==> src/rtl/uart_tx.sv <==
// uart_tx: 8N1 serialiser; clk/rst in, tx_start+tx_data request in, tx line, tx_busy and one-cycle tx_done out
module uart_tx #(
  parameter int CLK_FREQ  = 50_000_000,
  parameter int BAUD_RATE = 115_200
) (
  input  logic       clk,
  input  logic       rst,
  input  logic       tx_start,
  input  logic [7:0] tx_data,
  output logic       tx,
  output logic       tx_busy,
  output logic       tx_done
);
  localparam int CLKS_PER_BIT = CLK_FREQ / BAUD_RATE;
  localparam int CW = (CLKS_PER_BIT < 2) ? 1 : $clog2(CLKS_PER_BIT);
  if (CLKS_PER_BIT < 2) begin : g_bad_baud
    $error("uart_tx: CLKS_PER_BIT must be >= 2");
  end
  typedef enum logic [1:0] {IDLE, START, DATA, STOP} state_t;
  state_t state, state_n;
  logic [CW-1:0] cnt, cnt_n;
  logic [2:0] idx, idx_n;
  logic [7:0] sr, sr_n;
  logic tx_n, busy_n, done_n, wrap;
  assign wrap = cnt == CW'(CLKS_PER_BIT - 1);
  always_comb begin
    state_n = state;
    cnt_n   = (state == IDLE || wrap) ? '0 : cnt + 1'b1;
    idx_n   = idx;
    sr_n    = sr;
    tx_n    = tx;
    busy_n  = tx_busy;
    done_n  = 1'b0;
    case (state)
      IDLE: if (tx_start) begin
        state_n = START;
        tx_n    = 1'b0;
        busy_n  = 1'b1;
        sr_n    = tx_data;
        idx_n   = '0;
      end
      START: if (wrap) begin
        state_n = DATA;
        tx_n    = sr[0];
      end
      DATA: if (wrap) begin
        state_n = (idx == 3'd7) ? STOP : DATA;
        tx_n    = (idx == 3'd7) ? 1'b1 : sr[1];
        sr_n    = (idx == 3'd7) ? sr : sr >> 1;
        idx_n   = (idx == 3'd7) ? idx : idx + 3'd1;
      end
      STOP: if (wrap) begin
        state_n = IDLE;
        busy_n  = 1'b0;
        done_n  = 1'b1;
      end
    endcase
  end
  always_ff @(posedge clk) begin
    if (rst) begin
      state   <= IDLE;
      cnt     <= '0;
      idx     <= '0;
      sr      <= '0;
      tx      <= 1'b1;
      tx_busy <= 1'b0;
      tx_done <= 1'b0;
    end else begin
      state   <= state_n;
      cnt     <= cnt_n;
      idx     <= idx_n;
      sr      <= sr_n;
      tx      <= tx_n;
      tx_busy <= busy_n;
      tx_done <= done_n;
    end
  end
endmodule

==> config.mk <==
export PLATFORM = sky130hd
export DESIGN_NAME = uart_tx
export DESIGN_NICKNAME = d
export VERILOG_FILES = /design/src/rtl/uart_tx.sv
export SDC_FILE = /design/constraint.sdc
export NUM_CORES = 1
export LEC_CHECK = 0
export ABC_AREA = 1
export BUFFER_PORTS_ARGS = -buffer_cell sky130_fd_sc_hd__buf_2
export CORE_UTILIZATION = 56
export CTS_CLUSTER_SIZE = 16
export DETAILED_ROUTE_END_ITERATION = 7
export PLACE_DENSITY = 0.77
export RECOVER_POWER = 25
export SLEW_MARGIN = 20
export SYNTH_ARGS = -nofsm -noshare
export SYNTH_HDL_FRONTEND = slang
export SYNTH_SLANG_ARGS = --single-unit
export TNS_END_PERCENT = 100
==> constraint.sdc <==
create_clock -name clk -period 1.8 [get_ports clk]
set_clock_uncertainty 0.15 [all_clocks]
set_input_delay 0.45 -clock clk [delete_from_list [all_inputs] [get_ports clk]]
set_output_delay 0.45 -clock clk [all_outputs]
set_load 0.05 [all_outputs]
==> key figures, run 1 <==
Outcome
  • Status: finished, final reports clean

Setup path
  • WS Path Type: flip-flop to flip-flop
  • CP Capture Type: flip-flop
  • Worst R2R Start: idx[0]
  • CP required: about 1.9 ns
  • Max Fanout on Critical Path: 5
  • Startpoint types: flip-flop
  • WP data arrival: around 1.8 ns
  • CP startpoint: idx[0]
  • R2R Setup Slk: 0.09 ns

Routing
  • DRC: 0
  • Routed length per instance: roughly 12 um
  • Routed Wire Length: about 2.6 mm
  • Vias: approximately 1200
  • Post-DR vias/cell: ~5.2
  • Antenna Nets Post-Route: 0
  • Drt initial violations: 24
  • Pre-antenna DRT Iters: 4

Placed design
  • HPWL after DPL: 1.94 mm
  • Routability congestion estimate from global placement: 0.817
  • I/O Buffers: 13
  • Dpl cells: 220

STA
  • Final worst path period need: 1.71 ns
  • Max transition margin: 0.759
  • Fmax achieved: approximately 580 MHz
  • Setup violators final: 0
  • Final hold violation count: 0
  • Slew Viols, Final: 0
  • Final Cycle Share: 0.953
  • Fin Hold WS: between 0.15 and 0.2 ns
  • Worst Max-Slew Pin Slew: around 0.36 ns

Yosys
  • Synth Area per Inst: ~7.3 um^2
  • Synth Instances: ~180
  • Synth Warn #: 0
  • Synthesized flop and latch total: 25
  • Syn Nets: roughly 200
  • Mapped cell area: approximately 0.0013 mm^2
  • Sequential fraction of the synthesis area: 0.389
  • Synth cell types: 27

Global routing
  • Global-route wire length before repair: about 4.5 mm
  • All-Layer GR Usage: 0.238
  • Number of global-route vias before repair: about 1100
  • Largest net degree at the start of global routing: 16
  • Initial antenna violation count: 0
  • Grt ovf: 0

Die
  • Core ar.: ~0.0021 mm^2
  • Die Width: between 40 and 50 um
  • Die area: about 0.0025 mm^2
  • IO Count: 14
  • Die Y: 49.9 um
  • Core Rows: 16
  • Initial Util: 0.624

Cells and area
  • N_diodes: 0
  • Non-Filler Instances: 224
  • Final net count: around 220
  • Area Overhead vs Synth: 12.0%
  • Share of layout cells above drive strength 1: 0.239
  • Most common cell after layout, fill and taps aside: nand2_1
  • Most frequent cells in the layout: nand2_1 (43), nor2_1 (35), dfxtp_1 (23)

Power
  • Worst VDD drop: a little under 900 uV
  • Power Dens Cells: 1390 mW/mm^2
  • Leak: approximately 0.69 nW

Clocking
  • Clk_lat worst skew: around 0.33 ns
  • Clock root buffer: clkbuf_4
  • H-tree levels: 1
  • Clock slew at reported path FFs: about 0.15 ns
  • CTS tree: yes
  • Clock Sinks: 25
  • TritonCTS Buffers: 3
  • Deepest clock path buffer count: 2

Min path
  • Hold Path Class: input pin to flip-flop
  • Hold_sp: rst

Run
  • MaxCap Viol Count: 0
[power by group]
part	total [mW]	internal (mW)	switching [mW]
registers	0.766	0.689	0.0772
clock network	0.267	0.0852	0.182
logic	0.969	0.347	0.622
total	2.00	1.12	0.881
[critical path, cell delays in order (launching register included)]
cell and delay [ns]:
dfxtp_2 0.36, ha_1 0.20, ha_1 0.18, nand2_1 0.08, clkinv_1 0.10, nor2_2 0.14
nand2_2 0.08, buf_4 0.16, o21ai_1 0.13, nor2_1 0.05
[cells by family (layout without fill, tap and decap cells)]
kind of cell               Yosys count  after routing  share of synthesized area
and+or+nand+nor                    102            102                      0.348
adders and majority gates            9              9                     0.0876
buffers and inverters               20             40                     0.0652
DFF                                 25             25                      0.389
AOI/OAI and AO/OA                   19             19                     0.0963
xor gates and xnor gates             2              2                     0.0136
[worst paths after layout]
| path | cells after the start | to |
|---|---|---|
| hold reg to reg | 2 | sr[7] |
| setup reg to reg | 9 | sr[1] |
| hold / removal | 2 | sr[7] |
| setup / recovery | 9 | sr[1] |
[sequential cells by signal, summed over array words and instances, names as in the netlist]
signal,flops
state,2
tx,1
idx,3
tx_busy,1
tx_done,1
sr,8
cnt,9
[cells in the mapped netlist]
master / number / area [um^2]
clkinv_1: 1 / 3.75
buf_2: 1 / 5.00
ha_1: 9 / 113
or2_2: 1 / 6.26
o21ai_1: 3 / 15.0
nor3_1: 4 / 20.0
o21ai_0: 2 / 10.0
xor2_1: 2 / 17.5
nor2_4: 1 / 11.3
o21a_1: 1 / 7.51
nand4_1: 5 / 31.3
nor3b_1: 1 / 7.51
nand2_1: 43 / 161
nor2_1: 35 / 131
nand2_4: 1 / 11.3
inv_2: 5 / 18.8
nand3_2: 1 / 10.0
buf_1: 1 / 3.75
a21oi_2: 1 / 8.76
buf_6: 1 / 11.3
inv_1: 11 / 41.3
nand3_1: 4 / 20.0
nor2_2: 2 / 12.5
a21oi_1: 6 / 30.0
o21ai_2: 6 / 52.6
dfxtp_1: 25 / 500
nand2_2: 4 / 25.0
[repair_timing]
| item | in CTS | in global routing |
|---|---|---|
| resized for setup | 0 | 4 |
| setup buffers | 0 | 0 |
| endpoints found under the setup margin | 0 | 11 |
| hold buffers | 0 | 0 |
[metal layers]
metal	vias up	wire [um]	GRT usage
met5	-	0	0
met1	532	1210	0.273
met4	0	44	0.0905
li1	597	-	-
met3	7	78	0.0556
met2	22	1260	0.421
[cell type report]
type	count	area, um^2
clock inverter	1	7.51
multi-input combinational	132	699
timing repair buffer	19	110
inverter	17	63.8
sequential	25	503
clock buffer	3	22.5
tap	27	33.8
fill	180	622
[per-stage QoR]
step	power, mW	cell area, um^2	TNS [ns]	utilization	setup WS, ns
2_1_floorplan	1.50	1290	0	-	0.154
3_3_place_gp	1.68	1410	0	0.684	0.164
3_5_place_dp	1.73	1410	0	0.684	0.0734
4_1_cts	2.00	1440	0	0.698	0.0622
5_1_grt	2.16	1440	-0.0190	0.698	-0.0190
6_report	2.00	1440	0	0.698	0.0853
(Power assumes the default switching activity.)
==> run 2: changes to the inputs <==
--- a/config.mk
+++ b/config.mk
@@ -12,6 +12,7 @@
 export DETAILED_ROUTE_END_ITERATION = 7
 export PLACE_DENSITY = 0.77
 export RECOVER_POWER = 25
+export SETUP_SLACK_MARGIN = 0.2
 export SLEW_MARGIN = 20
 export SYNTH_ARGS = -nofsm -noshare
 export SYNTH_HDL_FRONTEND = slang
==> run 2 against run 1 <==
  * Wire length increased by 17%
  * Flip-flop and latch count stayed put
  * Sequential power increased by 3.0%
  * Count of clock-buffer cells in the layout stayed put
  * Via count grew 4.7%
  * Total power grew 16%
  * Final area is 12% higher
==> key figures, run 2 (synthesized netlist as in run 1, its figures left out) <==
Routing
  • Routed length per instance: 13.3 um (was 11.6 um)
  • Pre-antenna DRT Iters: 5 (was 4)
  • Drt initial violations: 35 (was 24)
  • Post-DR vias/cell: 5.32 (was 5.17)
  • Vias: 1213 (was 1158)
  • Antenna Nets Post-Route: 0 (unchanged)
  • DRC: 0 (unchanged)
  • Routed Wire Length: 3.04 mm (was 2.59 mm)

Setup path
  • RR Endpoint: sr[0] (was sr[1])
  • Worst R2R Start: cnt[1] (was idx[0])
  • Max Fanout on Critical Path: 8 (was 5)
  • Crit path depth: 10 (was 9)
  • Top delay family on crit path: simple AND/OR/NAND/NOR gates (was adder cells)
  • WP data arrival: 1.72 ns (was 1.81 ns)
  • CP startpoint: cnt[1] (was idx[0])
  • Worst path cell trace: inv_1, ha_1, nand2_2, nor2_4, nand2_4, nand2_4, nand2_8, buf_12, o21ai_2, nor2_1 (was ha_1, ha_1, nand2_1, clkinv_1, nor2_2, nand2_2, buf_4, o21ai_1, nor2_1)
  • Critical Path End: sr[0] (was sr[1])
  • CP Buf/Inv Count: 2 (unchanged)
  • R2R Setup Slk: 0.17 ns (was 0.09 ns)
  • CP Capture Type: flip-flop (unchanged)
  • Slowest-stage cell, CP: dfxtp_1 (was dfxtp_2)
  • CP most frequent cell: nand2_4 (was ha_1)
  • CP max stage delay: 0.36 ns (about the same)
  • CP required: 1.89 ns (was 1.90 ns)
  • WS Path Type: flip-flop to flip-flop (unchanged)
  • Path depth of the worst reg2reg path: 10 (was 9)
  • Startpoint types: flip-flop (unchanged)

Min path
  • Hold Path Class: input pin to flip-flop (unchanged)
  • Hold_sp: rst (unchanged)

Cells and area
  • Largest register FFs: 9 (unchanged)
  • Most common cell after layout, fill and taps aside: nand2_1 (unchanged)
  • Biggest registers after layout: cnt x9, sr x8, idx x3 (unchanged)
  • Non-Filler Instances: 228 (was 224)
  • Final Instance Area: 0.00162 mm^2 (was 0.00144 mm^2)
  • Area Overhead vs Synth: 25.7% (was 12.0%)
  • N_diodes: 0 (unchanged)
  • Most frequent cells in the layout: nand2_1 (39), nor2_1 (33), dfxtp_1 (20) (was nand2_1 (43), nor2_1 (35), dfxtp_1 (23))
  • Final net count: 222 (was 218)
  • Share of layout cells above drive strength 1: 0.338 (was 0.239)
  • Biggest register: cnt (unchanged)
  • Core Util, Final: 0.784 (was 0.698)

Power
  • Sw Ratio: 0.440 (about the same)
  • Net load switching power: 1.03 mW (was 0.881 mW)
  • Power Internal: 1.31 mW (was 1.12 mW)
  • Sequential share of power: 0.339 (was 0.383)
  • Power Dens Cells: 1440 mW/mm^2 (was 1390 mW/mm^2)
  • Clock power share: 0.116 (was 0.133)
  • Worst VDD drop: 1180 uV (was 877 uV)
  • Combinational Power Share: 0.546 (was 0.484)
  • Leak: 0.752 nW (was 0.693 nW)

STA
  • Final hold violation count: 0 (unchanged)
  • Unrepaired setup endpoints after global routing: true
  • Final Cycle Share: 0.905 (was 0.953)
  • Fmax achieved: 614 MHz (was 583 MHz)
  • Worst Max-Slew Pin Slew: 0.249 ns (was 0.361 ns)
  • Setup violators final: 0 (unchanged)
  • Final worst path period need: 1.63 ns (was 1.71 ns)
  • Slew Viols, Final: 0 (unchanged)
  • Max transition margin: 0.835 (was 0.759)
  • Fin Hold WS: 0.195 ns (was 0.178 ns)
  • TNS Setup: 0 ns (unchanged)

Die
  • IO Count: 14 (unchanged)
  • Initial Util: 0.624 (unchanged)
  • Core Rows: 16 (unchanged)
  • Die area: 0.00249 mm^2 (unchanged)
  • Core ar.: 0.00206 mm^2 (unchanged)
  • Die Y: 49.9 um (unchanged)
  • Die Width: 49.9 um (unchanged)

Global routing
  • All-Layer GR Usage: 0.245 (was 0.238)
  • Largest net degree at the start of global routing: 16 (unchanged)
  • Initial antenna violation count: 0 (unchanged)
  • Global-route wire length before repair: 4.61 mm (was 4.51 mm)
  • Number of global-route vias before repair: 1099 (was 1112)
  • Grt ovf: 0 (unchanged)

Placed design
  • Routability congestion estimate from global placement: 0.797 (was 0.817)
  • I/O Buffers: 13 (unchanged)
  • Area after DPL: 0.00142 mm^2 (was 0.00141 mm^2)
  • Dpl cells: 218 (was 220)
  • HPWL after DPL: 1.87 mm (was 1.94 mm)

Run
  • MaxCap Viol Count: 0 (unchanged)

Clocking
  • Clock Sinks: 25 (unchanged)
  • H-tree levels: 1 (unchanged)
  • Deepest clock path buffer count: 2 (unchanged)
  • Hold_buf cts: 0 (unchanged)
  • Clk_lat worst skew: 0.33 ns (about the same)
  • Clock slew at reported path FFs: 0.15 ns (about the same)
  • TritonCTS Buffers: 3 (unchanged)
  • CTS tree: yes (unchanged)
  • Clock root buffer: clkbuf_4 (unchanged)

Outcome
  • Status: finished, final reports clean (unchanged)
-- run 2: worst reg2reg max path, stage by stage, from the launching register on --
cell and delay (ns):
dfxtp_1 0.36, inv_1 0.07, ha_1 0.17, nand2_2 0.08, nor2_4 0.10, nand2_4 0.11
nand2_4 0.11, nand2_8 0.07, buf_12 0.14, o21ai_2 0.13, nor2_1 0.05
-- run 2: worst min-delay path by stage --
stage	end	slack, ns	cells after the start
2_1_floorplan	sr[7]	0.28	2
3_3_place_gp	cnt[0]	0.30	1
3_5_place_dp	tx	0.31	2
4_1_cts	tx_done	0.18	2
5_1_grt	tx_done	0.17	2
6_report	sr[7]	0.19	2
-- run 2: through the flow --
step,setup slack (ns),total power [mW]
global placement,0.124,1.72
global route,0.0908,2.51
detailed placement,0.0752,1.75
floorplan,0.235,1.51
CTS,0.202,2.10
finish,0.171,2.33
-- run 2: power by group through the flow --
stage	clock network (mW)	logic [mW]	registers, mW
detailed placement	0	0.972	0.776
global placement	0	0.945	0.770
global route	0.296	1.41	0.804
floorplan	0	0.670	0.840
finish	0.269	1.27	0.789
CTS	0.267	1.07	0.765
-- run 2: timing repair --
action / 4_1_cts / 5_1_grt
endpoints found under the hold margin: 0 / 0
endpoints found under the setup margin: 11 / 17
resized for setup: 8 / 30
buffers inserted: 5 / 1
pin swaps: 3 / 11
-- run 2: layout make-up --
class | count | area [um^2]
well taps | 27 | 33.8
flip-flops and latches | 25 | 512
repair buffers | 23 | 160
inverters | 17 | 68.8
clock inverters | 1 | 7.51
fillers | 144 | 445
clock buffers | 3 | 22.5
multi-input cells | 132 | 812
-- run 2: layer usage --
layer  track usage  routed length (um)
met5             0                   0
met4         0.110                  58
met3        0.0432                 109
met2         0.417                1610
met1         0.298                1270
